$ cat config.mk
export PLATFORM = sky130hd
export DESIGN_NAME = traffic_ctrl_n
export DESIGN_NICKNAME = d
export VERILOG_FILES = /design/src/rtl/traffic_pkg.sv /design/src/rtl/traffic_ctrl_n_rr_pick.sv /design/src/rtl/traffic_ctrl_n.sv
export SDC_FILE = /design/constraint.sdc
export NUM_CORES = 1
export LEC_CHECK = 0
export CAP_MARGIN = 20
export CORE_AREA = 4 4 41 43
export CTS_CLUSTER_SIZE = 25
export DETAILED_ROUTE_END_ITERATION = 8
export DIE_AREA = 0 0 45 47
export PLACE_DENSITY_LB_ADDON = 0.05
export SYNTH_ARGS = -nofsm -noshare
export SYNTH_HDL_FRONTEND = slang
export SYNTH_SLANG_ARGS = --single-unit
$ cat constraint.sdc
create_clock -name clk -period 3.5 [get_ports clk]
set_input_delay 0.35 -clock clk [delete_from_list [all_inputs] [get_ports clk]]
set_output_delay 0.35 -clock clk [all_outputs]
set_load 0.005 [all_outputs]
$ cat src/rtl/traffic_pkg.sv
`default_nettype none
// ============================================================================
//  Module   : traffic_pkg
//  Purpose  : Shared definitions for the N-way traffic light controller:
//             two-bit light encodings, the phase enumeration and a small
//             helper used to size the phase counter.
//  Contents : LIGHT_GREEN / LIGHT_YELLOW / LIGHT_RED, phase_t, max3()
//  Revision : 1.0  initial release
// ============================================================================
package traffic_pkg;

   localparam logic [1:0] LIGHT_GREEN  = 2'b00;
   localparam logic [1:0] LIGHT_YELLOW = 2'b01;
   localparam logic [1:0] LIGHT_RED    = 2'b10;

   typedef enum logic [1:0] {
      PH_GREEN  = 2'd0,
      PH_YELLOW = 2'd1,
      PH_ALLRED = 2'd2
   } phase_t;

   function automatic int max3(input int a, input int b, input int c);
      int m;
      m = a;
      if (b > m) m = b;
      if (c > m) m = c;
      return m;
   endfunction

endpackage
`default_nettype wire

$ cat src/rtl/traffic_ctrl_n_rr_pick.sv
`default_nettype none
// ============================================================================
//  Module   : rr_pick
//  Purpose  : Combinational round-robin finder. Returns the first direction
//             with a pending request, searching cur_dir+1, cur_dir+2, ...
//             with wrap-around. With no request pending it returns the
//             direction after cur_dir.
//  Ports    : req_i     [NUM_DIR-1:0]  pending requests
//             cur_dir_i [DIR_W-1:0]    current owner
//             next_o    [DIR_W-1:0]    next owner
//  Revision : 1.0  initial release
// ============================================================================
module rr_pick #(
   parameter int NUM_DIR = 2,
   parameter int DIR_W   = $clog2(NUM_DIR)
) (
   input  logic [NUM_DIR-1:0] req_i,
   input  logic [DIR_W-1:0]   cur_dir_i,
   output logic [DIR_W-1:0]   next_o
);

   int               w_idx_int;
   logic [DIR_W-1:0] w_idx;

   // Walk the search order backwards so the last hit written is the
   // nearest requester after cur_dir.
   always_comb begin
      w_idx_int = (int'(cur_dir_i) + 1) % NUM_DIR;
      w_idx     = w_idx_int[DIR_W-1:0];
      next_o    = w_idx;
      for (int k = NUM_DIR - 1; k >= 1; k--) begin
         w_idx_int = (int'(cur_dir_i) + k) % NUM_DIR;
         w_idx     = w_idx_int[DIR_W-1:0];
         if (req_i[w_idx]) begin
            next_o = w_idx;
         end
      end
   end

endmodule
`default_nettype wire

$ cat src/rtl/traffic_ctrl_n.sv
`default_nettype none
// ============================================================================
//  Module   : traffic_ctrl_n
//  Purpose  : N-way intersection light controller. Latches per-direction
//             demand, runs GREEN -> YELLOW -> ALLRED phases timed in tick
//             pulses, and hands green to the next requester round-robin.
//  Ports    : clk, reset (async, active-high)
//             tick            timebase enable
//             sensor  [N]     vehicle present per direction
//             lights  [2N]    per-direction light, dir i at [2i+1:2i]
//             cur_dir         direction owning green/yellow
//             phase   [2]     0 GREEN, 1 YELLOW, 2 ALLRED
//  Revision : 1.0  initial release
// ============================================================================
module traffic_ctrl_n
   import traffic_pkg::*;
#(
   parameter int NUM_DIR     = 2,
   parameter int MIN_GREEN   = 3,
   parameter int MAX_GREEN   = 6,
   parameter int YELLOW_TIME = 2,
   parameter int ALLRED_TIME = 1
) (
   input  logic                         clk,
   input  logic                         reset,
   input  logic                         tick,
   input  logic [NUM_DIR-1:0]           sensor,
   output logic [2*NUM_DIR-1:0]         lights,
   output logic [$clog2(NUM_DIR)-1:0]   cur_dir,
   output logic [1:0]                   phase
);

   localparam int DIR_W = $clog2(NUM_DIR);
   localparam int CNT_W = $clog2(max3(MAX_GREEN, YELLOW_TIME, ALLRED_TIME)) + 1;

   localparam logic [1:0] S_GREEN  = PH_GREEN;
   localparam logic [1:0] S_YELLOW = PH_YELLOW;
   localparam logic [1:0] S_ALLRED = PH_ALLRED;

   localparam logic [CNT_W-1:0] MING_M1 = CNT_W'(MIN_GREEN - 1);
   localparam logic [CNT_W-1:0] MAXG_M1 = CNT_W'(MAX_GREEN - 1);
   localparam logic [CNT_W-1:0] YEL_M1  = CNT_W'(YELLOW_TIME - 1);
   localparam logic [CNT_W-1:0] ARED_M1 = CNT_W'(ALLRED_TIME - 1);
   localparam logic [NUM_DIR-1:0] ONE_DIR = {{(NUM_DIR-1){1'b0}}, 1'b1};

   logic [1:0]         phase_q,   phase_d;
   logic [DIR_W-1:0]   cur_dir_q, cur_dir_d;
   logic [CNT_W-1:0]   cnt_q,     cnt_d;
   logic [NUM_DIR-1:0] req_q,     req_d;

   logic [DIR_W-1:0]   w_next;
   logic [NUM_DIR-1:0] w_cur_mask;
   logic [NUM_DIR-1:0] w_clr_mask;
   logic               w_other;
   logic               w_grant;
   logic [1:0]         w_cur_light;

   rr_pick #(
      .NUM_DIR (NUM_DIR),
      .DIR_W   (DIR_W)
   ) u_rr_pick (
      .req_i     (req_q),
      .cur_dir_i (cur_dir_q),
      .next_o    (w_next)
   );

   assign w_cur_mask = ONE_DIR << cur_dir_q;
   assign w_other    = |(req_q & ~w_cur_mask);

   // Phase FSM and counter; advances only on tick, except that an illegal
   // phase encoding recovers immediately.
   always_comb begin
      phase_d   = phase_q;
      cnt_d     = cnt_q;
      cur_dir_d = cur_dir_q;
      w_grant   = 1'b0;
      case (phase_q)
         S_GREEN: begin
            if (tick) begin
               if (w_other && (((cnt_q >= MING_M1) && !sensor[cur_dir_q]) ||
                               (cnt_q == MAXG_M1))) begin
                  phase_d = S_YELLOW;
                  cnt_d   = '0;
               end else if (cnt_q < MAXG_M1) begin
                  cnt_d = cnt_q + 1'b1;
               end
            end
         end
         S_YELLOW: begin
            if (tick) begin
               if (cnt_q == YEL_M1) begin
                  phase_d = S_ALLRED;
                  cnt_d   = '0;
               end else begin
                  cnt_d = cnt_q + 1'b1;
               end
            end
         end
         S_ALLRED: begin
            if (tick) begin
               if (cnt_q == ARED_M1) begin
                  phase_d   = S_GREEN;
                  cnt_d     = '0;
                  cur_dir_d = w_next;
                  w_grant   = 1'b1;
               end else begin
                  cnt_d = cnt_q + 1'b1;
               end
            end
         end
         default: begin
            phase_d = S_ALLRED;
            cnt_d   = '0;
         end
      endcase
   end

   // The granted direction is cleared on the grant edge and kept clear for
   // as long as it is green; a clear overrides a simultaneous sensor set.
   always_comb begin
      w_clr_mask = '0;
      if (w_grant) begin
         w_clr_mask = ONE_DIR << w_next;
      end else if (phase_q == S_GREEN) begin
         w_clr_mask = w_cur_mask;
      end
      req_d = (req_q | sensor) & ~w_clr_mask;
   end

   always_ff @(posedge clk or posedge reset) begin
      if (reset) begin
         phase_q   <= S_GREEN;
         cur_dir_q <= '0;
         cnt_q     <= '0;
         req_q     <= '0;
      end else begin
         phase_q   <= phase_d;
         cur_dir_q <= cur_dir_d;
         cnt_q     <= cnt_d;
         req_q     <= req_d;
      end
   end

   always_comb begin
      case (phase_q)
         S_GREEN:  w_cur_light = LIGHT_GREEN;
         S_YELLOW: w_cur_light = LIGHT_YELLOW;
         default:  w_cur_light = LIGHT_RED;
      endcase
   end

   for (genvar gi = 0; gi < NUM_DIR; gi++) begin : g_light
      assign lights[2*gi+1 -: 2] = (cur_dir_q == DIR_W'(gi)) ? w_cur_light : LIGHT_RED;
   end

   assign cur_dir = cur_dir_q;
   assign phase   = phase_q;

endmodule
`default_nettype wire

**After elaboration in Yosys (flattened, before gate mapping)**

Index checks and enable logic that the tools add are counted.
W data, S select, Z words.

- Divide/modulo/power cells: 0
- Muxes and demuxes: 25
- $mul: 0
- Reduce and logical (&&, ||, !) cells: 10
- Bitwise gates (word level): 5
- Add/sub/neg operators: 2
- Eq/ne operators: 11
- $lt $le $gt $ge: 3
- Shift operators: 2

Operators by type and width:

| kind | count |
|---|---|
| $mux W4 | 7 |
| $mux W2 | 10 |
| $ne A2 B2 Y1 const B | 6 |
| $pmux W4 S3 | 1 |
| $pmux W2 S3 | 1 |
| $reduce_and A6 Y1 | 1 |
| $mux W1 | 5 |
| $add A4 B1 Y4 const B | 1 |
| $and A2 B2 Y2 | 2 |
| $eq A4 B1 Y1 const B | 1 |
| $eq A4 B3 Y1 const B | 1 |
| $ge A4 B2 Y1 const B | 1 |
| $logic_not A4 Y1 | 1 |
| $lt A4 B3 Y1 const B | 1 |
| $not A2 Y2 | 2 |
| $pmux W2 S2 | 1 |
| $reduce_and A4 Y1 | 1 |
| $shl A1 B1 Y2 const A | 2 |
| $ne A3 B3 Y1 const B | 1 |
| $reduce_and A3 Y1 | 1 |
| $eq A2 B1 Y1 const B | 1 |
| $eq A2 B2 Y1 const B | 1 |
| $logic_and A1 B1 Y1 | 2 |
| $logic_not A2 Y1 | 1 |
| 6 further kinds | 6 |

- Memory bits (read-only): 0
- Logic and storage cells: 62
- Flip-flop bits (word level): 9
- Latch bits: 0
- Memories kept: 0
- Bits in writable memories: 0

**Logic depth before layout (Yosys ltp)**

Gate-level depths: netlist of the first run.

- Word-level depth: 9
- Mapped depth: 7
- Mapped depth without buffers: 7

**Hierarchy**

Synthesis of the first run repeated with hierarchy kept, for this count alone.

- Cell total of the unflattened synthesis: 70
- Area total of the unflattened synthesis: 646.9 µm²

Modules (own cells, without submodules):

| module | cells an instance | times used | area each (µm²) |
|---|---|---|---|
| traffic_ctrl_n | 69 | 1 | 643.1 |
| rr_pick | 1 | 1 | 3.8 |

**Worst setup path before layout of the first run**

Ideal clock, no wire load.

- Path type: register to register
- Start point: reg cnt_q[1]
- End point: reg phase_q[0] (netlist: phase[0])
- Library setup time: 0.104 ns
- Data arrival time: 1.637 ns
- Stages on the path, launching flop included: 8
- Path slack: 1.759 ns
- Required time: 3.396 ns
- Cell sequence: dfrtp_1 -> inv_1 -> ha_1 -> mux2i_1 -> o31ai_4 -> nand3_2 -> or4b_1 -> o311ai_1

- Cells in the longest elaborated chain, start to end: 6

RTL lines:

| item | line | source |
|---|---|---|
| start: declaration | traffic_ctrl_n.sv:48 | `logic [CNT_W-1:0] cnt_q, cnt_d;` |
| start signal: assignment | traffic_ctrl_n.sv:139 | `cnt_q <= cnt_d;` |
| $ge A4 B2 Y1 | traffic_ctrl_n.sv:80 | `if (w_other && (((cnt_q >= MING_M1) && !sensor[cur_dir_q]) \|\|` |
| $logic_and A1 B1 Y1 | traffic_ctrl_n.sv:80 |  |
| $logic_or A1 B1 Y1 | traffic_ctrl_n.sv:80 |  |
| $logic_and A1 B1 Y1 | traffic_ctrl_n.sv:80 |  |
| $ne A2 B2 Y1 (no source line) | - |  |
| $reduce_and A6 Y1 (no source line) (*) | - |  |
| end signal: assignment | traffic_ctrl_n.sv:137 | `phase_q <= phase_d;` |
| end: declaration | traffic_ctrl_n.sv:46 | `logic [1:0] phase_q, phase_d;` |

Mark *: on every way between the ends. The rest lies on a longest branch, timed or not.
A chain may end at the register's enable or synchronous reset.

**Worst setup path in the final report of the first run**

- Start point: reg phase_q[0] (netlist: phase[0])
- End point: out lights[2]

- Cells in the longest elaborated chain, start to end: 3

RTL lines:

| item | line | source |
|---|---|---|
| $eq A2 B1 Y1 / $logic_not A2 Y1 (equally long branches) | traffic_ctrl_n.sv:145 | `case (phase_q)` |
| $pmux W2 S2 (*) | traffic_ctrl_n.sv:145 |  |
| $mux W2 (*) | traffic_ctrl_n.sv:153 | `assign lights[2*gi+1 -: 2] = (cur_dir_q == DIR_W'(gi)) ? w_cur_light : LIGHT_RED;` |
| end: declaration | traffic_ctrl_n.sv:28 | `output logic [2*NUM_DIR-1:0] lights,` |

Marks and branches as above.

==> results.json, run 1 <==
{
  "outcome": "finished, final reports clean",
  "cp_top_family": "buffers and inverters",
  "clock_latency_ns": 0.27,
  "drive_gt1_frac": 0.122,
  "die_h_um": 47,
  "yosysSeqAreaShare": 0.351,
  "timing.setup.tns_ns": 0,
  "final_cell_mix": "11 x clkdlybuf4s50_1, 9 x dfrtp_1, 7 x nand2_1, 7 x inv_1, 7 x o21ai_0",
  "synth_nets": 78,
  "stdcell_count": 97,
  "hold_viol": 0,
  "fin_skew_ns": 0.00449,
  "crit_type": "flop to primary output",
  "wl_per_cell_um": 13.5,
  "core_um2": 1300,
  "yosysUniqueCellTypes": 33,
  "required_ns": 3.15,
  "drt_wl_total_um": 1310,
  "maxCapViolCount": 0,
  "setup_viol": 0,
  "cp.arrival_ns": 1.64,
  "crit_buf_inv": 2,
  "synth_area_um2": 642,
  "path_clk_slew_ns": 0.07,
  "cts-resized-gates": 0,
  "hold_buffers": 0,
  "rsz0062_at_grt": "false",
  "utilization": 0.605,
  "vias": 581,
  "root_buffer": "clkbuf_4",
  "slowest_delay_ns": 0.53,
  "dieArea_um2": 2120,
  "fin_crit_ns": 1.99,
  "area_growth_pct": 22.6,
  "whs_ns": 0.339,
  "antenna_found_initial": 0,
  "tightest_slew_ns": 0.445,
  "powerDensity_nw_per_um2": 939,
  "slew_headroom": 0.701,
  "hold_path.class": "input port to async pin",
  "synth_edf_count": 0,
  "firstDrtPassIters": 4,
  "ant_nets": 0,
  "layout_commonest_cell": "clkdlybuf4s50_1",
  "ys_ff_latch": 9,
  "vdd_drop_max_mv": 0.486,
  "drc": 0,
  "worstSetupStartpointType": "flop",
  "cp_slowest_cell": "clkdlybuf4s50_1",
  "drtIter0Drc": 20,
  "htree_levels": 1,
  "routabilityCongestion": 0.757,
  "clk_path_buf_depth": 2,
  "grt_pass1_wl_um": 2180,
  "grt_overflow": 0,
  "syn_area_per_cell_um2": 9.30,
  "leakagePower_uw": 0.000333,
  "end_kind": "primary output",
  "cts_buffers": 3,
  "fillers": 121,
  "port-buffer-count": 11,
  "fmax_mhz": 503,
  "gr-usage-all-layers": 0.150,
  "synthFlopType": "dfrtp_1",
  "grt_pass1_vias": 527,
  "clock_sinks": 9,
  "fin_nets": 92,
  "grt_max_degree": 15,
  "cts_tree": "yes",
  "num_rows": 13,
  "crit_chain": "inv_1 -> nor3b_1 -> clkdlybuf4s50_1",
  "path_max_fanout": 8,
  "start_util": 0.493,
  "hpwlAfterDp_um": 982,
  "synth_warnings": 0,
  "die_w_um": 45,
  "via_per_inst": 5.99,
  "place_inst": 93,
  "antennaDiodeCount": 0,
  "maxSlewViolCount": 0,
  "ios": 12,
  "async_flop_share": 1.00,
  "cts_setup_buffers": 0,
  "p_total_uw": 739,
  "fin_crit_sh": 0.568,
  "synthCells": 69
}
logic make-up after synthesis:
kind of cell / count (synthesis) / share of synthesized area
AOI/OAI and AO/OA: 19 / 0.220
adders and majority gates: 4 / 0.0780
xor gates and xnor gates: 2 / 0.0273
DFF: 9 / 0.351
buffers and inverters: 9 / 0.0585
and+or+nand+nor: 23 / 0.211
muxes: 3 / 0.0546
where the power goes:
group | internal [µW] | switching (µW)
sequential | 151 | 93.5
combinational | 211 | 201
clock | 42.3 | 39.8
total | 405 | 334
final cells by class:
class | count | area [µm²] | area share
Inverter | 7 | 26.3 | 0.0334
Clock inverter | 1 | 5.00 | 0.00636
Tap cell | 15 | 18.8 | 0.0238
Clock buffer | 3 | 22.5 | 0.0286
Sequential cell | 9 | 225 | 0.286
Multi-Input combinational cell | 51 | 379 | 0.482
Timing Repair Buffer | 11 | 110 | 0.140
cell usage after synthesis (all sizes together) (2+ instances only):
master	n	share of area
xor2	2	0.027
o211ai	2	0.031
dfrtp	9	0.35
o21ai	7	0.055
mux2i	2	0.031
o31ai	3	0.057
a21oi	2	0.016
nand3	2	0.023
inv	7	0.041
nor3	3	0.023
nand2b	2	0.019
ha	4	0.078
nand2	7	0.041
final timing paths:
| kind | startpoint | slack (ns) | end | cells past startpoint |
|---|---|---|---|---|
| worst min register to register | req_q[1] | 0.58 | req_q[1] | 2 |
| worst max register to register | cnt_q[1] | 1.58 | phase[0] | 7 |
| worst min-delay path | reset | 0.34 | cnt_q[1] | 2 |
| worst max-delay path | phase[0] | 1.51 | lights[2] | 3 |
| max in group asynchronous | reset | 2.90 | cur_dir | 2 |
| min in group clk | req_q[1] | 0.58 | req_q[1] | 2 |
worst register-to-register path, cell delays in order (launching register included):
cell,delay [ns]
dfrtp_1,0.45
inv_1,0.11
ha_1,0.19
mux2i_1,0.12
o31ai_4,0.23
nand3_2,0.16
or4b_1,0.49
o311ai_1,0.08
metrics by stage:
stage                     instance area (µm²)  setup WS [ns]
after global routing                      787           1.40
after CTS                                 787           1.49
after detailed placement                  759           1.45
after floorplan                           642           1.76
final                                     787           1.51
after global placement                    759           1.48
state kept, by name, indices dropped and copies added (netlist names):
register,count
cnt_q,4
cur_dir,1
phase,2
req_q,2
routing by layer:
metal / GRT usage / vias to the layer above / wire (µm)
met5: 0 / - / 0
met4: 0.0877 / 0 / 21
met3: 0.0690 / 6 / 114
met2: 0.246 / 21 / 627
met1: 0.160 / 280 / 549
li1: - / 274 / -
(Power assumes the default switching activity.)
==> inputs of run 2 (changes only) <==
--- a/config.mk
+++ b/config.mk
@@ -6,10 +6,10 @@
 export NUM_CORES = 1
 export LEC_CHECK = 0
 export CAP_MARGIN = 20
-export CORE_AREA = 4 4 41 43
+export CORE_MARGIN = 4
+export CORE_UTILIZATION = 49
 export CTS_CLUSTER_SIZE = 25
 export DETAILED_ROUTE_END_ITERATION = 8
-export DIE_AREA = 0 0 45 47
 export PLACE_DENSITY_LB_ADDON = 0.05
 export SYNTH_ARGS = -nofsm -noshare
 export SYNTH_HDL_FRONTEND = slang
==> constraint.sdc (replaced) <==
create_clock -name clk -period 2 [get_ports clk]
set_input_delay 0.2 -clock clk [delete_from_list [all_inputs] [get_ports clk]]
set_output_delay 0.2 -clock clk [all_outputs]
set_load 0.005 [all_outputs]
==> run 2 against run 1 <==
Final area rose by 7.8%. Utilization grew 12 points. Global-route usage increased by 0.28 points. Worst hold slack got worse by 0.15 ns. Register-to-register slack lost 1.5 ns. Flip-flop and latch count stayed put. Die area down 7.7%. Worst setup slack worse by 1.4 ns.
==> results.json, run 2 (same netlist as run 1, synthesis figures left out) <==
{
  "tightest_slew_ns": 0.441,
  "cts_tree": "yes",
  "gr-usage-all-layers": 0.153,
  "grt_pass1_wl_um": 2190,
  "path_clk_slew_ns": 0.07,
  "timing.setup.tns_ns": 0,
  "drt_wl_total_um": 1390,
  "powerDensity_nw_per_um2": 1740,
  "antenna_found_initial": 0,
  "start_util": 0.548,
  "whs_ns": 0.187,
  "end_kind": "primary output",
  "hold_viol": 0,
  "num_rows": 12,
  "clock_sinks": 9,
  "clock_latency_ns": 0.26,
  "layout_commonest_cell": "clkdlybuf4s50_1",
  "dieArea_um2": 1950,
  "slew_headroom": 0.704,
  "htree_levels": 1,
  "cp.arrival_ns": 1.67,
  "die_w_um": 44.2,
  "crit_type": "flop to primary output",
  "ant_nets": 0,
  "wl_per_cell_um": 13.5,
  "fillers": 87,
  "vias": 571,
  "area_growth_pct": 32.2,
  "root_buffer": "clkbuf_4",
  "grt_pass1_vias": 509,
  "fin_crit_ns": 1.87,
  "vdd_drop_max_mv": 0.876,
  "path_max_fanout": 8,
  "largest_reg_flops": 4,
  "fin_skew_ns": 0.00286,
  "final_cell_mix": "11 x clkdlybuf4s50_1, 8 x dfrtp_1",
  "outcome": "finished, final reports clean",
  "fin_nets": 99,
  "firstDrtPassIters": 4,
  "fin_crit_sh": 0.937,
  "worstSetupStartpointType": "flop",
  "hpwlAfterDp_um": 1050,
  "maxCapViolCount": 0,
  "routabilityCongestion": 0.802,
  "reg2reg_depth": 7,
  "drtIter0Drc": 14,
  "port-buffer-count": 11,
  "cts_buffers": 3,
  "grt_max_degree": 11,
  "p_total_uw": 1480,
  "via_per_inst": 5.54,
  "max_flop_register": "cnt_q",
  "required_ns": 1.80,
  "core_um2": 1170,
  "setup_viol": 0,
  "leakagePower_uw": 0.000363,
  "clk_path_buf_depth": 2,
  "grt_overflow": 0,
  "drc": 0,
  "die_h_um": 44.2,
  "maxSlewViolCount": 0,
  "drive_gt1_frac": 0.202,
  "ios": 12,
  "hold_buffers": 0,
  "fmax_mhz": 534,
  "hold_path.class": "input port to async pin",
  "antennaDiodeCount": 0,
  "rsz0062_at_grt": "false"
}
## run 2: path summary, 6_finish.rpt
kind                            startpoint        end  slack [ns]
worst max register to register    cnt_q[0]   phase[0]        0.13
max in group asynchronous            reset   cnt_q[0]        1.54
worst max-delay path              phase[1]  lights[2]        0.13
worst min register to register    req_q[1]   req_q[1]        0.57
min in group clk                  req_q[1]   req_q[1]        0.57
worst min-delay path                 reset   req_q[1]        0.19
## run 2: cell type report
class / count / area [µm²] / area share
Clock buffer: 4 / 26.3 / 0.0310
Inverter: 7 / 26.3 / 0.0310
Multi-Input combinational cell: 51 / 389 / 0.459
Sequential cell: 9 / 226 / 0.267
Tap cell: 14 / 17.5 / 0.0206
Timing Repair Buffer: 18 / 163 / 0.192
## run 2: worst max-delay path, cell delays in order, from the launching register on
cell and delay, ns:
dfrtp_1 0.48, buf_4 0.20, nor3b_1 0.19, clkdlybuf4s50_1 0.54
## run 2: report_power, final
part / switching [µW] / total [µW] / leakage (µW) / internal [µW]
logic: 448 / 949 / 0.000239 / 500
clock network: 71.6 / 149 / 0.0000150 / 77.1
registers: 112 / 378 / 0.000109 / 267
## run 2: metrics by stage
| stage | cell area (µm²) | worst slack [ns] | cells | util |
|---|---|---|---|---|
| 2_1_floorplan | 642 | 0.259 | 69 | - |
| 3_3_place_gp | 788 | 0.138 | 96 | 0.673 |
| 3_5_place_dp | 788 | 0.0658 | 96 | 0.673 |
| 4_1_cts | 815 | 0.0729 | 100 | 0.696 |
| 5_1_grt | 848 | 0.00998 | 103 | 0.724 |
| 6_report | 848 | 0.127 | 103 | 0.724 |
## run 2: repair_timing
| action | in CTS | in global routing |
|---|---|---|
| endpoints found under the hold margin | 0 | 0 |
| buffers inserted | 0 | 3 |
| gates resized for setup | 0 | 3 |
| setup endpoints to repair | 0 | 1 |
## run 2: per-layer routing
| metal | GRT usage | share of wire | vias up |
|---|---|---|---|
| met1 | 0.196 | 0.48 | 269 |
| met3 | 0.0366 | 0.022 | 6 |
| li1 | - | - | 288 |
| met2 | 0.241 | 0.48 | 8 |
| met4 | 0.0723 | 0.018 | 0 |
| met5 | 0 | 0 | - |
